**config.mk**
```make
export PLATFORM = sky130hd
export DESIGN_NAME = alu_control_seq_flat
export DESIGN_NICKNAME = d
export VERILOG_FILES = /design/src/rtl/alu_control_seq_pkg.sv /design/src/rtl/alu_control_seq_if.sv /design/src/rtl/alu_control_seq_decode.sv /design/src/rtl/alu_control_seq.sv /design/src/flat_wrapper.sv
export SDC_FILE = /design/constraint.sdc
export NUM_CORES = 1
export LEC_CHECK = 0
export ABC_AREA = 1
export CAP_MARGIN = 20
export CORE_MARGIN = 1
export CORE_UTILIZATION = 48
export CTS_BUF_LIST = sky130_fd_sc_hd__clkbuf_2 sky130_fd_sc_hd__clkbuf_4 sky130_fd_sc_hd__clkbuf_8
export CTS_CLUSTER_SIZE = 12
export DETAILED_ROUTE_END_ITERATION = 16
export GPL_TIMING_DRIVEN = 0
export PLACE_DENSITY = 0.93
export SLEW_MARGIN = 20
export SYNTH_ARGS = -nofsm -noshare
export SYNTH_HDL_FRONTEND = slang
export SYNTH_SLANG_ARGS = --single-unit
```
**constraint.sdc**
```tcl
create_clock -name clk -period 1.7 [get_ports clk]
set_clock_uncertainty 0.2 [all_clocks]
set_input_delay 0.425 -clock clk [delete_from_list [all_inputs] [get_ports clk]]
set_output_delay 0.425 -clock clk [all_outputs]
set_load 0.01 [all_outputs]
```
**src/rtl/alu_control_seq_pkg.sv**
```systemverilog
// alu_ctrl_pkg: operation codes, ALU_Op class constants, funct7 patterns and
// FSM state type shared by the ALU control sequencer and its decoder.
package alu_ctrl_pkg;

    typedef enum logic [3:0] {
        OP_ADD  = 4'h0,
        OP_SUB  = 4'h1,
        OP_XOR  = 4'h2,
        OP_OR   = 4'h3,
        OP_AND  = 4'h4,
        OP_SLL  = 4'h5,
        OP_SRL  = 4'h6,
        OP_SRA  = 4'h7,
        OP_SLT  = 4'h8,
        OP_SLTU = 4'h9,
        OP_LUI  = 4'hA,
        OP_MUL  = 4'hB,
        OP_MULH = 4'hC,
        OP_DIV  = 4'hD,
        OP_REM  = 4'hE,
        OP_NOP  = 4'hF
    } alu_op_code_e;

    localparam logic [2:0] ALU_OP_R   = 3'b000;
    localparam logic [2:0] ALU_OP_I   = 3'b001;
    localparam logic [2:0] ALU_OP_LUI = 3'b010;
    localparam logic [2:0] ALU_OP_MEM = 3'b011;
    localparam logic [2:0] ALU_OP_BR  = 3'b100;

    localparam logic [6:0] FUNCT7_BASE   = 7'b0000000;
    localparam logic [6:0] FUNCT7_ALT    = 7'b0100000;
    localparam logic [6:0] FUNCT7_MULDIV = 7'b0000001;

    typedef enum logic {
        IDLE = 1'b0,
        BUSY = 1'b1
    } state_e;

    // Divide-class ops run for DIV_CYCLES, every other multi-cycle op for MUL_CYCLES.
    function automatic logic is_div_op(input alu_op_code_e code);
        return (code == OP_DIV) || (code == OP_REM);
    endfunction

endpackage

```
**src/rtl/alu_control_seq_if.sv**
```systemverilog
// alu_control_seq_if: request/response bundle between the control unit
// (master) and the ALU control sequencer (slave).
interface alu_control_seq_if #(
    parameter int unsigned OP_WIDTH = 4
);
    logic                valid_i;
    logic                ready_o;
    logic                flush_i;
    logic [2:0]          ALU_Op_i;
    logic [2:0]          funct3_i;
    logic [6:0]          funct7_i;
    logic [OP_WIDTH-1:0] ALU_Operation_o;
    logic                op_valid_o;
    logic                stall_o;
    logic                illegal_o;

    modport master (
        output valid_i, flush_i, ALU_Op_i, funct3_i, funct7_i,
        input  ready_o, ALU_Operation_o, op_valid_o, stall_o, illegal_o
    );

    modport slave (
        input  valid_i, flush_i, ALU_Op_i, funct3_i, funct7_i,
        output ready_o, ALU_Operation_o, op_valid_o, stall_o, illegal_o
    );
endinterface

```
**src/rtl/alu_control_seq_decode.sv**
```systemverilog
// alu_decode: combinational {funct7, ALU_Op, funct3} -> {op code, multi-cycle, illegal}.
// M-extension encodings decode only when RV32M_EN is defined; otherwise they are illegal.
module alu_decode
    import alu_ctrl_pkg::*;
(
    input  logic [6:0]   i_funct7,
    input  logic [2:0]   i_alu_op,
    input  logic [2:0]   i_funct3,
    output alu_op_code_e o_code,
    output logic         o_is_multi,
    output logic         o_illegal
);

    // Anything not explicitly matched falls through as NOP + illegal.
    always_comb begin
        o_code     = OP_NOP;
        o_is_multi = 1'b0;
        o_illegal  = 1'b1;
        case (i_alu_op)
            ALU_OP_R: begin
                if (i_funct7 == FUNCT7_BASE) begin
                    o_illegal = 1'b0;
                    case (i_funct3)
                        3'b000:  o_code = OP_ADD;
                        3'b001:  o_code = OP_SLL;
                        3'b010:  o_code = OP_SLT;
                        3'b011:  o_code = OP_SLTU;
                        3'b100:  o_code = OP_XOR;
                        3'b101:  o_code = OP_SRL;
                        3'b110:  o_code = OP_OR;
                        default: o_code = OP_AND;
                    endcase
                end else if (i_funct7 == FUNCT7_ALT) begin
                    case (i_funct3)
                        3'b000:  begin o_code = OP_SUB; o_illegal = 1'b0; end
                        3'b101:  begin o_code = OP_SRA; o_illegal = 1'b0; end
                        default: ;
                    endcase
                end
`ifdef RV32M_EN
                else if (i_funct7 == FUNCT7_MULDIV) begin
                    case (i_funct3)
                        3'b000:  begin o_code = OP_MUL;  o_is_multi = 1'b1; o_illegal = 1'b0; end
                        3'b001:  begin o_code = OP_MULH; o_is_multi = 1'b1; o_illegal = 1'b0; end
                        3'b100:  begin o_code = OP_DIV;  o_is_multi = 1'b1; o_illegal = 1'b0; end
                        3'b110:  begin o_code = OP_REM;  o_is_multi = 1'b1; o_illegal = 1'b0; end
                        default: ;
                    endcase
                end
`endif
            end
            ALU_OP_I: begin
                case (i_funct3)
                    3'b000: begin o_code = OP_ADD;  o_illegal = 1'b0; end
                    3'b001: begin
                        if (i_funct7 == FUNCT7_BASE) begin
                            o_code    = OP_SLL;
                            o_illegal = 1'b0;
                        end
                    end
                    3'b010: begin o_code = OP_SLT;  o_illegal = 1'b0; end
                    3'b011: begin o_code = OP_SLTU; o_illegal = 1'b0; end
                    3'b100: begin o_code = OP_XOR;  o_illegal = 1'b0; end
                    3'b101: begin
                        if (i_funct7 == FUNCT7_BASE) begin
                            o_code    = OP_SRL;
                            o_illegal = 1'b0;
                        end else if (i_funct7 == FUNCT7_ALT) begin
                            o_code    = OP_SRA;
                            o_illegal = 1'b0;
                        end
                    end
                    3'b110:  begin o_code = OP_OR;  o_illegal = 1'b0; end
                    default: begin o_code = OP_AND; o_illegal = 1'b0; end
                endcase
            end
            ALU_OP_LUI: begin o_code = OP_LUI; o_illegal = 1'b0; end
            ALU_OP_MEM: begin o_code = OP_ADD; o_illegal = 1'b0; end
            ALU_OP_BR:  begin o_code = OP_SUB; o_illegal = 1'b0; end
            default: ;
        endcase
    end

endmodule

```
**src/rtl/alu_control_seq.sv**
```systemverilog
// alu_control_seq: registered ALU control with a multi-cycle sequencer for
// iterative multiply/divide. Optional feature macro: RV32M_EN (M-extension ops).
module alu_control_seq
    import alu_ctrl_pkg::*;
#(
    parameter int unsigned OP_WIDTH   = 4,
    parameter int unsigned MUL_CYCLES = 4,
    parameter int unsigned DIV_CYCLES = 32
) (
    input  logic             clk,
    input  logic             reset,
    alu_control_seq_if.slave bus
);

    localparam int unsigned MAX_CYCLES = (MUL_CYCLES > DIV_CYCLES) ? MUL_CYCLES : DIV_CYCLES;
    localparam int unsigned CNT_W      = $clog2(MAX_CYCLES);
    localparam logic [CNT_W-1:0] MUL_LOAD = CNT_W'(MUL_CYCLES - 1);
    localparam logic [CNT_W-1:0] DIV_LOAD = CNT_W'(DIV_CYCLES - 1);

    state_e              r_state;
    logic [CNT_W-1:0]    r_cnt;
    logic [OP_WIDTH-1:0] r_op_code;
    logic                r_op_valid;
    logic                r_illegal;

    alu_op_code_e        w_dec_code;
    logic                w_dec_multi;
    logic                w_dec_illegal;
    logic                w_accept;
    logic [CNT_W-1:0]    w_load;

    alu_decode u_decode (
        .i_funct7   (bus.funct7_i),
        .i_alu_op   (bus.ALU_Op_i),
        .i_funct3   (bus.funct3_i),
        .o_code     (w_dec_code),
        .o_is_multi (w_dec_multi),
        .o_illegal  (w_dec_illegal)
    );

    assign w_accept = bus.valid_i & (r_state == IDLE) & ~bus.flush_i;
    assign w_load   = is_div_op(w_dec_code) ? DIV_LOAD : MUL_LOAD;

    // Sequencer FSM: op_valid is raised on the cnt 1->0 edge so the pulse lands
    // in the cnt==0 cycle, N cycles after accept; a flush that same cycle cannot retract it.
    always_ff @(posedge clk) begin
        if (reset) begin
            r_state    <= IDLE;
            r_cnt      <= '0;
            r_op_code  <= OP_WIDTH'(OP_NOP);
            r_op_valid <= 1'b0;
            r_illegal  <= 1'b0;
        end else begin
            case (r_state)
                IDLE: begin
                    r_op_valid <= 1'b0;
                    r_illegal  <= 1'b0;
                    if (w_accept) begin
                        r_op_code <= OP_WIDTH'(w_dec_code);
                        if (w_dec_multi) begin
                            r_state <= BUSY;
                            r_cnt   <= w_load;
                        end else begin
                            r_op_valid <= 1'b1;
                            r_illegal  <= w_dec_illegal;
                        end
                    end
                end
                BUSY: begin
                    r_illegal <= 1'b0;
                    if (bus.flush_i || (r_cnt == '0)) begin
                        r_state    <= IDLE;
                        r_cnt      <= '0;
                        r_op_valid <= 1'b0;
                    end else begin
                        r_cnt      <= r_cnt - CNT_W'(1);
                        r_op_valid <= (r_cnt == CNT_W'(1));
                    end
                end
            endcase
        end
    end

    assign bus.ready_o         = (r_state == IDLE);
    assign bus.ALU_Operation_o = r_op_code;
    assign bus.op_valid_o      = r_op_valid;
    assign bus.illegal_o       = r_illegal;
`ifdef RV32M_EN
    assign bus.stall_o         = (r_state == BUSY);
`else
    assign bus.stall_o         = 1'b0;
`endif

endmodule

```
**src/flat_wrapper.sv**
```systemverilog
// flat-port wrapper written by rule: the top's interface ports become plain ports
module alu_control_seq_flat import alu_ctrl_pkg::*;
#(
    parameter int unsigned OP_WIDTH   = 4,
    parameter int unsigned MUL_CYCLES = 4,
    parameter int unsigned DIV_CYCLES = 32
)
  (clk, reset, bus_valid_i, bus_flush_i, bus_ALU_Op_i, bus_funct3_i, bus_funct7_i, bus_ready_o, bus_ALU_Operation_o, bus_op_valid_o, bus_stall_o, bus_illegal_o);
  alu_control_seq_if #(.OP_WIDTH(OP_WIDTH)) bus_i ();
  input  logic clk;
  input  logic reset;
  input wire logic [$bits(bus_i.valid_i)-1:0] bus_valid_i;
  input wire logic [$bits(bus_i.flush_i)-1:0] bus_flush_i;
  input wire logic [$bits(bus_i.ALU_Op_i)-1:0] bus_ALU_Op_i;
  input wire logic [$bits(bus_i.funct3_i)-1:0] bus_funct3_i;
  input wire logic [$bits(bus_i.funct7_i)-1:0] bus_funct7_i;
  output wire logic [$bits(bus_i.ready_o)-1:0] bus_ready_o;
  output wire logic [$bits(bus_i.ALU_Operation_o)-1:0] bus_ALU_Operation_o;
  output wire logic [$bits(bus_i.op_valid_o)-1:0] bus_op_valid_o;
  output wire logic [$bits(bus_i.stall_o)-1:0] bus_stall_o;
  output wire logic [$bits(bus_i.illegal_o)-1:0] bus_illegal_o;
  assign bus_i.valid_i = bus_valid_i;
  assign bus_i.flush_i = bus_flush_i;
  assign bus_i.ALU_Op_i = bus_ALU_Op_i;
  assign bus_i.funct3_i = bus_funct3_i;
  assign bus_i.funct7_i = bus_funct7_i;
  assign bus_ready_o = bus_i.ready_o;
  assign bus_ALU_Operation_o = bus_i.ALU_Operation_o;
  assign bus_op_valid_o = bus_i.op_valid_o;
  assign bus_stall_o = bus_i.stall_o;
  assign bus_illegal_o = bus_i.illegal_o;
  alu_control_seq #(.OP_WIDTH(OP_WIDTH), .MUL_CYCLES(MUL_CYCLES), .DIV_CYCLES(DIV_CYCLES)) u_core (.clk(clk), .reset(reset), .bus(bus_i));
endmodule
```
; ---- Word-level counts from Yosys, hierarchy flattened
; Cells that the tools add are included.
[word_totals]
ff_bits = 12
inputBits = 17
output_inout_bits = 8
word_cells = 56
[op_classes]
add_sub_neg = 1
n_eq_ne = 12
mux = 26
bitwise = 4
reduce_logical = 8
[ops]
columns = op, n
row1 = one-hot mux 4 bit (7 select lines), 2
row2 = 2-to-1 mux 4 bit, 5
row3 = one-hot mux 4 bit (5 select lines), 1
row4 = == test 3 x 2 -> 1 bit (second input constant), 4
row5 = == test 3 bit (second input constant), 4
row6 = 2-to-1 mux 1 bit, 10
row7 = 2-to-1 mux 5 bit, 2
row8 = one-hot mux 1 bit (2 select lines), 4
row9 = one-hot mux 4 bit (2 select lines), 1
row10 = == test 7 x 6 -> 1 bit (second input constant), 1
row11 = logical NOT 7 bit, 1
row12 = == test 3 x 1 -> 1 bit (second input constant), 2
row13 = logical NOT 3 bit, 2
row14 = == test 5 x 1 -> 1 bit (second input constant), 1
row15 = logical NOT 5 bit, 1
row16 = subtractor 5 x 1 -> 5 bit (second input constant), 1
row17 = one-hot mux 1 bit (3 select lines), 1
row18 = OR reduction 3 bit, 1
row19 = AND 1 bit, 2
row20 = inverter 1 bit, 2
row21 = AND reduction 2 bit, 1
row22 = OR reduction 2 bit, 1
row23 = logical OR 1 bit, 1

; ---- Depth between registers and ports, before layout
[logic_depth]
word_depth = 8
ltp_mapped = 10
depth_no_buf = 10

; ---- Hierarchy
; A second synthesis with hierarchy kept.
[unflattened]
hier_cells = 168
area_unflattened_um2 = 1016.0
[modules_own_cells]
columns = module, instances, cells_per_inst, area_each_um2, seq_area_each_um2
row1 = alu_control_seq, 1, 93, 656.9, 240.2
row2 = alu_decode, 1, 75, 359.1, 0.0

; ---- Worst setup path before layout
; Ideal clock, no wire load.
[synth_path]
path_kind = input -> register
from = input bus_funct7_i[1]
to = register u_core.r_op_code[3], in the netlist u_core.bus.ALU_Operation_o[3]
setup_ps = 115
t_arrival_ps = 1068
t_required_ps = 1385
path_slack_ps = 318
path_stages = 8
path_buffers = 0
cell_sequence = nor2_1 > nand3_2 > nor2_4 > nor2_2 > a21oi_2 > nand2_1 > nand2_1 > nand2_1
[synth_via]
elab_chain_cells = 5
word_cells_on_any_way = 9
classes_between = 1 x eq/ne / 7 x mux / 1 x reduce/logical
[synth_rtl]
columns = element, line
row1 = from (decl), flat_wrapper.sv:16  ; input wire logic [$bits(bus_i.funct7_i)-1:0] bus_funct7_i;
row2 = == test 7 x 6 -> 1 bit, "alu_control_seq_decode.sv:33, alu_control_seq_decode.sv:68"
row3 = 2-to-1 mux 4 bit, alu_control_seq_decode.sv:68  ; end else if (i_funct7 == FUNCT7_ALT) begin
row4 = 2-to-1 mux 4 bit, alu_control_seq_decode.sv:65  ; if (i_funct7 == FUNCT7_BASE) begin
row5 = one-hot mux 4 bit (7 select lines), alu_control_seq_decode.sv:53  ; case (i_funct3)
row6 = one-hot mux 4 bit (5 select lines) *, alu_control_seq_decode.sv:19  ; case (i_alu_op)
row7 = to (signal assigned), alu_control_seq.sv:50  ; r_op_code <= OP_WIDTH'(OP_NOP);
row8 = to (signal assigned), alu_control_seq.sv:59  ; r_op_code <= OP_WIDTH'(w_dec_code);
row9 = to (decl), alu_control_seq.sv:22  ; logic [OP_WIDTH-1:0] r_op_code;
; Mark *: on every way between the ends. The rest lies on a longest branch, timed or not.
; A chain may end at the register's enable or synchronous reset.

; ---- Worst setup path after layout
[layout_path]
from = register u_core.r_state
to = output bus_ready_o
[layout_via]
elab_chain_cells = 1
[layout_rtl]
columns = element, line
row1 = from (decl), alu_control_seq.sv:20  ; state_e r_state;
row2 = from (signal assigned), alu_control_seq.sv:48  ; r_state <= IDLE;
row3 = from (signal assigned), alu_control_seq.sv:61  ; r_state <= BUSY;
row4 = from (signal assigned), alu_control_seq.sv:72  ; r_state <= IDLE;
row5 = inverter 1 bit (no source line), -
row6 = to (decl), flat_wrapper.sv:17  ; output wire logic [$bits(bus_i.ready_o)-1:0] bus_ready_o;
; Every way passes these cells.

==> qor.txt <==
===============================================================================
Power after layout                                                   0.000669 W
Maximum root-to-sink buffer count                                             2
Synthesized netlist cell count                                              135
TritonCTS clock tree                                                        yes
Final instance count without filler cells                                   179
Initial standard-cell utilization of the core                             53.7%
Worst path top cell family by delay                                buffers and inverters
Critical-path maximum fanout                                                  5
Antenna violations before repair                                              0
Number of DRC markers in iteration 0                                         31
Count of filler cells inserted in the layout                                117
Crit path buf inv count                                                       2
Fraction of power spent switching nets                                    27.3%
Final Hold Fails                                                              0
Area enclosed by the die boundary                                      1910 um2
Crit path capture type                                               output pin
Total global-route track usage                                            20.9%
Clock sink count                                                             12
Clock root buffer master                                           sky130_fd_sc_hd__clkbuf_4
Combinational cell fraction of total power                                22.0%
Crit-path cells                                                    inv_1, dlygate4sd2_1
Max-capacitance violation count                                               0
Detail Route Antenna Nets                                                     0
P&R area growth vs syn                                                    42.5%
Number of nets in the final layout                                          184
Number of buffers added by the clock tree synthesis step                      3
CTS clock-pin slew for the worst setup and hold paths                   0.08 ns
Clock power share                                                         34.4%
Number of diodes added for antenna fixing                                     0
Cell with the largest stage delay on the worst path                sky130_fd_sc_hd__dfxtp_1
Cell area after placement                                              1090 um2
Congestion Overflow GR                                                        0
Via count                                                                   968
Sequential group share of total power                                     43.6%
Skew-Pair Late Insertion Delay                                          0.27 ns
Final design area excluding fillers                                    1190 um2
Leakage power                                                          0.608 nW
Startpoint type of the worst setup path                               flip-flop
Yosys synthesis warning count                                                 0
Post-synthesis instance area                                            837 um2
Endpoint required time on the critical path                             1.07 ns
Routed WL per cell                                                      11.9 um
Total number of H-tree levels                                                 1
Final weighted congestion of routability-driven global placement          0.862
Port Buffer Count                                                            23
Shortest period the worst path allows                                   1.63 ns
Max-slew violation count                                                      0
Total power per unit cell area                                       561 nW/um2
Pin count of the biggest net entering global routing                          8
TNS Setup                                                                  0 ns
Critical path data arrival time                                         1.01 ns
Fraction of layout cells with a size suffix above 1                       19.0%
Synth Area per Inst                                                    6.20 um2
Drt via density                                                            5.41
Placed Instances                                                            174
Net count of the mapped netlist                                             155
Horizontal extent of the die                                            43.8 um
Worst hold path class                                              flip-flop to flip-flop
Number of rows in the core area                                              14
Core region area                                                       1560 um2
Remaining design rule violation count                                         0
Status                                                                completed
Sequential area share after synthesis                                     28.7%
Via count of the first global-routing pass                                  858
P_sw                                                                 0.000183 W
Total Routed Length                                                     2140 um
Register-to-register setup slack                                        0.11 ns
Wire length of the first global-routing pass                            3160 um
Timing-limited maximum frequency                                        613 MHz
Cell-internal power                                                  0.000486 W
Number of synthesized register bits                                          12
Count of final setup violators                                                0
Share of the clock period used by the worst path after layout             96.0%
Largest stage delay on the critical path                                0.35 ns
Top-level port count                                                         25
Peak supply drop                                                     0.000352 V
Count of TritonRoute iterations in the first routing pass                     4
Number of distinct library cells after synthesis                             24
Die Height                                                              43.8 um
Half-perimeter wire length after detailed placement                     1590 um
Worst Setup Path Type                                              flip-flop to output pin
===============================================================================
cells by family (layout without fill, tap and decap cells):
group | Yosys count | in the layout | share of synthesized area [%]
DFF | 12 | 12 | 28.7
adders and majority gates | 3 | 3 | 4.48
AOI/OAI and AO/OA | 21 | 21 | 14.9
xor gates and xnor gates | 2 | 2 | 2.09
other | 1 | 1 | 0.448
buffers and inverters | 23 | 51 | 10.8
and+or+nand+nor | 73 | 73 | 38.6
routing by layer:
metal | GRT usage, % | vias up | part of all wire (%)
met3 | 3.33 | 2 | 3.2
met1 | 22.5 | 459 | 41
met2 | 42.1 | 26 | 55
li1 | - | 481 | -
met4 | 3.75 | 0 | 0.47
met5 | 0 | - | 0
per-stage QoR:
step           hold WS [ns]  worst slack, ns  utilization, %
2_1_floorplan         0.233            0.318               -
5_1_grt               0.294          -0.0334            76.5
3_5_place_dp          0.250           -0.264            69.7
4_1_cts               0.262           0.0164            71.5
6_report              0.259           0.0683            76.5
3_3_place_gp          0.240           -0.210            69.7
state kept, by name, indices dropped and copies added, names as in the netlist:
signal and cells:
u_core.r_cnt 5, u_core.bus.op_valid_o 1, u_core.r_state 1, u_core.bus.ALU_Operation_o 4
u_core.bus.illegal_o 1
power by group through the flow:
stage	combinational [W]	clock [W]	sequential, W
finish	0.000147	0.000230	0.000292
CTS	0.000136	0.000229	0.000292
global placement	0.000136	0	0.000299
detailed placement	0.000141	0	0.000299
floorplan	0.0000644	0	0.000303
global route	0.000162	0.000240	0.000293
worst paths after layout:
check                                                   from                                to  cells past startpoint
worst max-delay path               u_core.r_state$_SDFF_PP0_                       bus_ready_o                      2
worst min register to register     u_core.r_state$_SDFF_PP0_      u_core.r_cnt[0]$_SDFFE_PP0P_                      1
worst min-delay path               u_core.r_state$_SDFF_PP0_      u_core.r_cnt[0]$_SDFFE_PP0P_                      1
worst max register to register  u_core.r_cnt[0]$_SDFFE_PP0P_  u_core.bus.op_valid_o$_SDFF_PP0_                      5
area by class of cell:
type,instances,area [um2],share of cell area (%)
clock buffer,4,36.3,3.04
buffer,1,7.51,0.630
tap,16,20.0,1.68
timing repair buffer,24,254,21.3
sequential,12,240,20.1
inverter,22,82.6,6.93
multi-input combinational,100,552,46.3
cells in the final DEF, fill, tap and decap left out, types with 2 or more instances in the layout:
cell	instances
sky130_fd_sc_hd__dlygate4sd2_1	7
sky130_fd_sc_hd__nor2_1	8
sky130_fd_sc_hd__inv_2	6
sky130_fd_sc_hd__dfxtp_1	12
sky130_fd_sc_hd__nand3_2	2
sky130_fd_sc_hd__a21oi_1	7
sky130_fd_sc_hd__clkbuf_4	3
sky130_fd_sc_hd__a211oi_1	2
sky130_fd_sc_hd__ha_1	3
sky130_fd_sc_hd__nand3_1	11
sky130_fd_sc_hd__inv_1	16
sky130_fd_sc_hd__nand2_2	5
sky130_fd_sc_hd__nor2_4	3
sky130_fd_sc_hd__nor2_2	5
sky130_fd_sc_hd__clkdlybuf4s50_1	6
sky130_fd_sc_hd__o21ai_1	4
sky130_fd_sc_hd__nand2_1	37
sky130_fd_sc_hd__o21ai_0	3
sky130_fd_sc_hd__buf_4	2
sky130_fd_sc_hd__o22ai_1	2
sky130_fd_sc_hd__dlymetal6s2s_1	10
cells in the mapped netlist:
cell                       instances  area, um2
sky130_fd_sc_hd__buf_4             1       7.51
sky130_fd_sc_hd__inv_2             1       3.75
sky130_fd_sc_hd__nand2_1          41        154
sky130_fd_sc_hd__inv_1            21       78.8
sky130_fd_sc_hd__xnor2_1           1       8.76
sky130_fd_sc_hd__a21oi_2           1       8.76
sky130_fd_sc_hd__nand3_1          13       65.1
sky130_fd_sc_hd__nor2_1           11       41.3
sky130_fd_sc_hd__nand3_2           1       10.0
sky130_fd_sc_hd__xor2_1            1       8.76
sky130_fd_sc_hd__a31oi_1           1       6.26
sky130_fd_sc_hd__o21ai_1           3       15.0
sky130_fd_sc_hd__nor3_2            1       10.0
sky130_fd_sc_hd__nor2_2            4       25.0
sky130_fd_sc_hd__ha_1              3       37.5
sky130_fd_sc_hd__o21ai_0           4       20.0
sky130_fd_sc_hd__o22ai_1           2       12.5
sky130_fd_sc_hd__a211oi_1          2       15.0
sky130_fd_sc_hd__conb_1            1       3.75
sky130_fd_sc_hd__nor2_4            1       11.3
sky130_fd_sc_hd__dfxtp_1          12        240
sky130_fd_sc_hd__a31oi_2           1       12.5
sky130_fd_sc_hd__a21oi_1           7       35.0
sky130_fd_sc_hd__nand2_2           1       6.26
repair_timing:
action                     in CTS  in global routing
gates resized for setup         7                 28
setup endpoints to repair       7                  5
buffers inserted                0                  1
cloned                          0                  0
hold buffers                    0                  0
pin swaps                       0                  8
Note: power is estimated with default switching activity, not from simulation.
